File: config.mk
export PLATFORM = sky130hd
export DESIGN_NAME = fire_conditioner
export DESIGN_NICKNAME = d
export VERILOG_FILES = /design/src/rtl/fire_pkg.sv /design/src/rtl/sync_2ff.sv /design/src/rtl/fire_conditioner.sv
export SDC_FILE = /design/constraint.sdc
export NUM_CORES = 1
export LEC_CHECK = 0
export ABC_AREA = 0
export CORE_MARGIN = 2
export CORE_UTILIZATION = 25
export CTS_BUF_LIST = sky130_fd_sc_hd__clkbuf_16
export DETAILED_ROUTE_END_ITERATION = 16
export HOLD_SLACK_MARGIN = 0.12
export SLEW_MARGIN = 20
export SYNTH_ARGS = -nofsm -noshare
export SYNTH_HDL_FRONTEND = slang
export SYNTH_HIERARCHICAL = 1
export SYNTH_SLANG_ARGS = --single-unit
File: constraint.sdc
create_clock -name clk -period 4.3 [get_ports clk]
set_input_delay 0.43 -clock clk [delete_from_list [all_inputs] [get_ports clk]]
set_output_delay 0.43 -clock clk [all_outputs]
set_load 0.005 [all_outputs]
File: src/rtl/fire_pkg.sv
// Shared types and defaults for the fire-button conditioner.
package fire_pkg;

  typedef enum logic [2:0] {
    IDLE,
    BOUNCE_PRESS,
    PRESSED,
    BOUNCE_RELEASE,
    STUCK
  } fire_state_t;

  // 10 ms debounce and 3 s stuck limit at 100 MHz
  localparam int unsigned FIRE_DB_CYCLES_DEF    = 1_000_000;
  localparam int unsigned FIRE_STUCK_CYCLES_DEF = 300_000_000;

endpackage

File: src/rtl/sync_2ff.sv
// Single-bit two-flop synchroniser for asynchronous level inputs.
module sync_2ff (
  input  logic clk,
  input  logic rst_n,
  input  logic d_i,
  output logic q_o
);

  logic meta_q;
  logic sync_q;

  always_ff @(posedge clk or negedge rst_n) begin
    if (!rst_n) begin
      meta_q <= 1'b0;
      sync_q <= 1'b0;
    end else begin
      meta_q <= d_i;
      sync_q <= meta_q;
    end
  end

  assign q_o = sync_q;

endmodule

File: src/rtl/fire_conditioner.sv
// Debounces the fire button into single-cycle pulses, tracks arming and
// latches a sticky error when the button is held down too long.
module fire_conditioner
  import fire_pkg::*;
#(
  parameter int unsigned DB_CYCLES    = FIRE_DB_CYCLES_DEF,
  parameter int unsigned STUCK_CYCLES = FIRE_STUCK_CYCLES_DEF
) (
  input  logic clk,
  input  logic reset,
  input  logic btn_fire,
  input  logic arm_sw,
  input  logic clear_err,
  output logic fire,
  output logic armed,
  output logic error
);

  localparam int CW = $clog2(STUCK_CYCLES + 1);
  localparam logic [CW-1:0] DB_LAST    = CW'(DB_CYCLES - 1);
  localparam logic [CW-1:0] STUCK_LAST = CW'(STUCK_CYCLES - 1);
  localparam logic [CW-1:0] CNT_MAX    = '1;

  logic btn_s;
  logic arm_s;

  sync_2ff u_sync_btn (.clk(clk), .rst_n(reset), .d_i(btn_fire), .q_o(btn_s));
  sync_2ff u_sync_arm (.clk(clk), .rst_n(reset), .d_i(arm_sw),   .q_o(arm_s));

  fire_state_t   state_q, state_d;
  logic [CW-1:0] cnt_q, cnt_d;
  logic          fire_q, fire_d;
  logic          armed_q;
  logic          error_q, error_d;
  logic          restart;
  logic          set_err;

  always_comb begin
    state_d = state_q;
    fire_d  = 1'b0;
    set_err = 1'b0;
    restart = 1'b0;
    case (state_q)
      IDLE: begin
        if (btn_s) state_d = BOUNCE_PRESS;
      end
      BOUNCE_PRESS: begin
        if (!btn_s) begin
          state_d = IDLE;
        end else if (cnt_q == DB_LAST) begin
          state_d = PRESSED;
          fire_d  = arm_s;
        end
      end
      PRESSED: begin
        if (!btn_s) begin
          state_d = BOUNCE_RELEASE;
        end else if (cnt_q == STUCK_LAST) begin
          state_d = STUCK;
          set_err = 1'b1;
        end
      end
      BOUNCE_RELEASE: begin
        if (btn_s) begin
          state_d = PRESSED;
        end else if (cnt_q == DB_LAST) begin
          state_d = IDLE;
        end
      end
      STUCK: begin
        // Any high sample restarts the release qualification
        if (btn_s) begin
          restart = 1'b1;
        end else if (cnt_q == DB_LAST) begin
          state_d = IDLE;
        end
      end
      default: state_d = IDLE;
    endcase

    if (restart || (state_d != state_q)) begin
      cnt_d = '0;
    end else if (cnt_q == CNT_MAX) begin
      cnt_d = cnt_q;
    end else begin
      cnt_d = cnt_q + CW'(1);
    end

    if (set_err) begin
      error_d = 1'b1;
    end else if (clear_err && (state_q != STUCK)) begin
      error_d = 1'b0;
    end else begin
      error_d = error_q;
    end
  end

  always_ff @(posedge clk or negedge reset) begin
    if (!reset) begin
      state_q <= IDLE;
      cnt_q   <= '0;
      fire_q  <= 1'b0;
      armed_q <= 1'b0;
      error_q <= 1'b0;
    end else begin
      state_q <= state_d;
      cnt_q   <= cnt_d;
      fire_q  <= fire_d;
      armed_q <= arm_s;
      error_q <= error_d;
    end
  end

  assign fire  = fire_q;
  assign armed = armed_q;
  assign error = error_q;

endmodule

==> metrics.cfg, run 1 <==
[clocking]
holdBufCountCts = 0
cts_made_buffers = 5
clk_path_buf_depth = 2
path_clk_slew_ns = 0.06
cts.sinks = 39
cts_setup_buffers = 0
cts-root-buf = clkbuf_16
cts_max_level = 2
insertion_delay_ns = 0.28
tritoncts = built
cts_resized = 0

[worst_setup_path]
crit_required_ns = 4.40
criticalPathCategory = reg -> reg
critPathArrivalTime_ns = 3.08
worstPathMaxFanout = 15
critPathLaunch = cnt_q[6]
r2r_start = cnt_q[6]
crit_path_start_kind = register
end_kind = register
reg2reg_setup_slack_ns = 1.33

[sta]
hold_viol = 0
slew_violations = 0
setup-violations-final = 0
maxSlewHeadroom = 0.303
skew_ns = 0.00327
rsz0062_at_grt = no
fmax_mhz = 336
fin_crit_ns = 2.97
tightest_slew_ns = 1.05
fin_tns_setup_ns = 0
period_share = 0.692

[global_route]
grtUsageMet3 = 0.0329
grt_max_degree = 40
grt_pass1_vias = 1727
overflow = 0
use_met1 = 0.146
busiest_layer = met2
antenna_found_initial = 0
grt_pass1_wl_mm = 8.52
grt_usage = 0.108
use_met2 = 0.169

[logic_synthesis]
ys_top_cells_by_area = dfrtp_1 (44%), a21oi_1 (4.3%), or4_1 (3.4%), and4_1 (2.8%), xnor2_1 (2.8%)
synthArstFlopShare = 1.00
synth_area_leader_cell = dfrtp_1
synth_cells = 226
synth_seq_cells = 39
synth_edf_count = 0
synth_top_area_share = 0.440
yosys_warnings = 6
syn-num-nets = 232
syn_area_per_cell_um2 = 9.82
synthFlopType = dfrtp_1
ys_seq_area_frac = 0.440
syn_area_um2 = 2220
synthDistinctLibCells = 50

[power_and_ir_drop]
p_int_uw = 667
p_leak_nw = 0.973
p_seq_frac = 0.458
peakVddDrop_uv = 150
pwr-share-clk = 0.483
power_frac_comb = 0.058
p_switching_uw = 193
swShare = 0.224
p_per_area_nw_per_um2 = 340

[detailed_routing]
routed_wl_mm = 5.02
wl_per_cell_um = 14.8
vias = 1845
route.detailed.drc = 0
viasPerCell = 5.44
ant_nets = 0
drtIter0Drc = 170
dr.pass1.iters = 4

[die]
die_y_um = 98.2
start_util = 0.256
rows = 34
top_level_ports = 8
die_area_um2 = 9640
core_um2 = 8680
fp.dieW_um = 98.2

[place]
dpl-instance-area_um2 = 2370
dp_hpwl_mm = 3.35
portBuffers = 7
gp_congestion = 0.765

[layout]
areaGrowthSynthToFinish_pct = 14.1
fillCellCount = 918
stdcell_area_um2 = 2530
most-common-layout-cells = dfrtp_1 (39), a21oi_1 (19), nand2_1 (13)
final_layout_size_suffix_gt1_frac = 0.0779
reg_top3 = cnt_q (29), state_q (3)
antenna_cells = 0
largest-register = cnt_q
layout_commonest_cell = dfrtp_1
largest_register_ffs = 29
final_net_count = 236

[worst_hold_path]
hold_path.class = in -> async

[outcome]
status = finished clean

[job]
drv_cap = 0

[worst max-delay path: stages (launching register included)]
cell and delay [ns]:
dfrtp_1 0.43, or4_1 0.54, nor4_1 0.47, nand3_1 0.25, a2bb2oi_2 0.64, buf_4 0.34
a221oi_1 0.11
[per-layer routing]
layer | wire length, µm | up-vias
li1 | - | 880
met5 | 0 | -
met1 | 2400 | 920
met4 | 58 | 0
met3 | 233 | 6
met2 | 2320 | 39
[final timing paths]
path / endpoint / depth (start not counted)
min in group clk: u_sync_btn/q_o / 0
setup / recovery: cnt_q[24] / 6
hold reg to reg: u_sync_btn/q_o / 0
setup reg to reg: cnt_q[24] / 6
max in group asynchronous: state_q[0] / 1
hold / removal: cnt_q[15] / 1
[per-stage QoR]
step	util	cells	power [mW]	hold WS, ns	setup slack [ns]
CTS	0.292	339	0.865	0.307	1.39
global placement	0.273	331	0.450	0.339	1.45
global route	0.292	339	0.893	0.348	1.18
detailed placement	0.273	331	0.451	0.348	1.46
finish	0.292	339	0.860	0.268	1.33
floorplan	-	226	0.430	0.134	2.18
[final cells by class]
type / instances / area, µm² / area share
Multi-Input combinational cell: 168 / 1150 / 0.454
Sequential cell: 39 / 976 / 0.386
Tap cell: 108 / 135 / 0.0534
Clock buffer: 5 / 125 / 0.0494
Timing Repair Buffer: 9 / 80.1 / 0.0316
Clock inverter: 3 / 38.8 / 0.0153
Inverter: 7 / 26.3 / 0.0104
[kinds of logic after synthesis]
group	after synthesis	share of synthesized area
compound gates	63	0.191
xor+xnor	13	0.0513
flops	39	0.440
mux	2	0.00959
buf+inv	19	0.0417
simple gates	89	0.261
fa+ha+maj	1	0.00564
[cells in the mapped netlist, types with 6 or more instances]
master / instances
xor2_1: 6
nand2_1: 13
a31oi_1: 7
nand3_1: 11
nand4_1: 6
a21oi_1: 19
inv_1: 7
clkbuf_1: 7
or4_1: 10
xnor2_1: 7
a22oi_1: 8
and3_1: 6
and4_1: 7
dfrtp_1: 39
[power by group through the flow]
| stage | logic [mW] | registers, mW | clock network [mW] |
|---|---|---|---|
| floorplan | 0.0348 | 0.396 | 0 |
| global placement | 0.0497 | 0.400 | 0 |
| detailed placement | 0.0507 | 0.401 | 0 |
| CTS | 0.0512 | 0.394 | 0.420 |
| global route | 0.0567 | 0.396 | 0.440 |
| finish | 0.0501 | 0.394 | 0.416 |
Note: power is estimated with default switching activity, not from simulation.
==> run 2, diff against run 1 <==
==> constraint.sdc (replaced) <==
create_clock -name clk -period 2.5 [get_ports clk]
set_input_delay 0.25 -clock clk [delete_from_list [all_inputs] [get_ports clk]]
set_output_delay 0.25 -clock clk [all_outputs]
set_load 0.005 [all_outputs]
==> metrics.cfg, run 2 (synthesis gave the netlist of run 1 again) <==
[job]
drv_cap = 0  ; unchanged

[layout]
final_net_count = 246  ; was 236
multiInputGateArea_um2 = 1160  ; was 1150 µm²
fin_util = 0.298  ; was 0.292
layout_commonest_cell = dfrtp_1  ; unchanged
fillCellCount = 906  ; was 918
reg_top3 = cnt_q (29), state_q (3)  ; unchanged
most-common-layout-cells = dfrtp_1 (39), a21oi_1 (19), nand2_1 (13)  ; unchanged
antenna_cells = 0  ; unchanged
final_layout_size_suffix_gt1_frac = 0.117  ; was 0.0779
regArea_um2 = 976  ; unchanged
fin_cells = 348  ; was 339
largest_register_ffs = 29  ; unchanged
areaGrowthSynthToFinish_pct = 16.4  ; was 14.1%
largest-register = cnt_q  ; unchanged

[outcome]
status = finished clean  ; unchanged

[power_and_ir_drop]
peakVddDrop_uv = 201  ; was 150 µV
p_leak_nw = 1.01  ; was 0.973 nW
p_per_area_nw_per_um2 = 527  ; was 340 nW/µm²

[sta]
setup-violations-final = 0  ; unchanged
maxSlewHeadroom = 0.409  ; was 0.303
hold_viol = 0  ; unchanged
fmax_mhz = 437  ; was 336 MHz
fin_crit_ns = 2.29  ; was 2.97 ns
rsz0062_at_grt = no  ; unchanged
fin_tns_setup_ns = 0  ; unchanged
tightest_slew_ns = 0.886  ; was 1.05 ns
skew_ns = 0.00261  ; was 0.00327 ns
period_share = 0.916  ; was 0.692
slew_violations = 0  ; unchanged

[worst_setup_path]
worstSetupEndpoint = cnt_q[9]  ; was cnt_q[24]
r2r_start = cnt_q[12]  ; was cnt_q[6]
criticalPathCategory = reg -> reg  ; unchanged
rr_endpoint = cnt_q[9]  ; was cnt_q[24]
critPathLaunch = cnt_q[12]  ; was cnt_q[6]
critPathBufInv = 1  ; unchanged
critPathTopFamily = simple AND/OR/NAND/NOR gates  ; unchanged
crit_required_ns = 2.65  ; was 4.40 ns
end_kind = register  ; unchanged
rr_worst_depth = 6  ; unchanged
cp_num_cells = 6  ; unchanged
crit_path_start_kind = register  ; unchanged
worstPathCellList = or4_4 -> nor4_4 -> and4_1 -> a2bb2oi_2 -> buf_4 -> a22oi_1  ; was or4_1 -> nor4_1 -> nand3_1 -> a2bb2oi_2 -> buf_4 -> a221oi_1
worstPathMaxFanout = 19  ; was 15
reg2reg_setup_slack_ns = 0.21  ; was 1.33 ns
critPathArrivalTime_ns = 2.44  ; was 3.08 ns
slowest_stage = or4_4  ; was a2bb2oi_2
cpPeakStageDelay_ns = 0.53  ; was 0.64 ns

[clocking]
cts_max_level = 2  ; unchanged
cts-root-buf = clkbuf_16  ; unchanged
insertion_delay_ns = 0.28  ; about the same
cts_setup_buffers = 0  ; unchanged
cts.sinks = 39  ; unchanged
clk_path_buf_depth = 2  ; unchanged
cts_resized = 0  ; unchanged
path_clk_slew_ns = 0.06  ; about the same
holdBufCountCts = 0  ; unchanged
tritoncts = built  ; unchanged
cts_made_buffers = 5  ; unchanged

[detailed_routing]
vias = 1851  ; was 1845
dr.pass1.iters = 4  ; unchanged
route.detailed.drc = 0  ; unchanged
wl_per_cell_um = 14.7  ; was 14.8 µm
viasPerCell = 5.32  ; was 5.44
ant_nets = 0  ; unchanged
drtIter0Drc = 119  ; was 170
routed_wl_mm = 5.10  ; was 5.02 mm

[global_route]
grt_max_degree = 40  ; unchanged
antenna_found_initial = 0  ; unchanged
grt_pass1_vias = 1741  ; was 1727
overflow = 0  ; unchanged
grt_usage = 0.112  ; was 0.108
grt_pass1_wl_mm = 8.73  ; was 8.52 mm

[place]
gp_congestion = 0.773  ; was 0.765
portBuffers = 7  ; unchanged
dpl.cell_count = 341  ; was 331
dp_hpwl_mm = 3.57  ; was 3.35 mm

[die]
die_y_um = 98.2  ; unchanged
core_um2 = 8680  ; unchanged
die_area_um2 = 9640  ; unchanged
start_util = 0.256  ; unchanged
rows = 34  ; unchanged
fp.dieW_um = 98.2  ; unchanged
top_level_ports = 8  ; unchanged

[worst_hold_path]
hold_path.class = in -> async  ; unchanged

run 2: changes by cell type in the layout (fill, tap and decap cells not counted):
cell	change
buf_4	+10
bufinv_16	-1
nor4_1	-1
nor4_2	+1
run 2: final cells by class:
cell class / instances / area share
multi-input cells: 168 / 0.448
well taps: 108 / 0.0523
clock buffers: 5 / 0.0484
flip-flops and latches: 39 / 0.378
clock inverters: 2 / 0.00339
repair buffers: 19 / 0.0601
inverters: 7 / 0.0102
run 2: metrics by stage:
step / area [µm²] / hold slack, ns / total power [mW] / setup WS [ns]
detailed placement: 2440 / 0.339 / 0.780 / 0.136
global placement: 2440 / 0.336 / 0.779 / 0.212
floorplan: 2220 / -0.0456 / 0.740 / 0.379
CTS: 2580 / 0.142 / 1.38 / 0.123
finish: 2580 / 0.0982 / 1.36 / 0.211
global route: 2580 / 0.177 / 1.42 / 0.0253
run 2: per-layer routing:
metal	wire length (µm)	up-vias	global-route usage
met5	0	-	0
met4	71	0	0.0337
met3	215	6	0.0293
met2	2370	31	0.170
met1	2450	912	0.156
li1	-	902	-
run 2: power breakdown:
part / leakage, nW / internal [mW] / total [mW] / switching [mW]
clock network: 0.0671 / 0.358 / 0.592 / 0.234
logic: 0.415 / 0.0351 / 0.0900 / 0.0549
registers: 0.528 / 0.650 / 0.678 / 0.0276
run 2: worst min path at each step:
stage	end	slack (ns)	startpoint	cells past startpoint
after floorplan	armed	-0.05	reset	0
after CTS	cnt_q[17]	0.14	reset	1
after global routing	state_q[0]	0.18	reset	1
after detailed placement	u_sync_arm/q_o	0.34	u_sync_arm/meta_q	0
after global placement	u_sync_btn/q_o	0.34	u_sync_btn/meta_q	0
final	state_q[2]	0.1	reset	1
==> run 3, diff against run 2 <==
--- a/config.mk
+++ b/config.mk
@@ -9,6 +9,7 @@
 export CORE_MARGIN = 2
 export CORE_UTILIZATION = 25
 export CTS_BUF_LIST = sky130_fd_sc_hd__clkbuf_16
+export CTS_CLUSTER_DIAMETER = 100
 export DETAILED_ROUTE_END_ITERATION = 16
 export HOLD_SLACK_MARGIN = 0.12
 export SLEW_MARGIN = 20
==> results of run 3 <==
The final DEF is identical to that of run 2; final timing and power are the same.
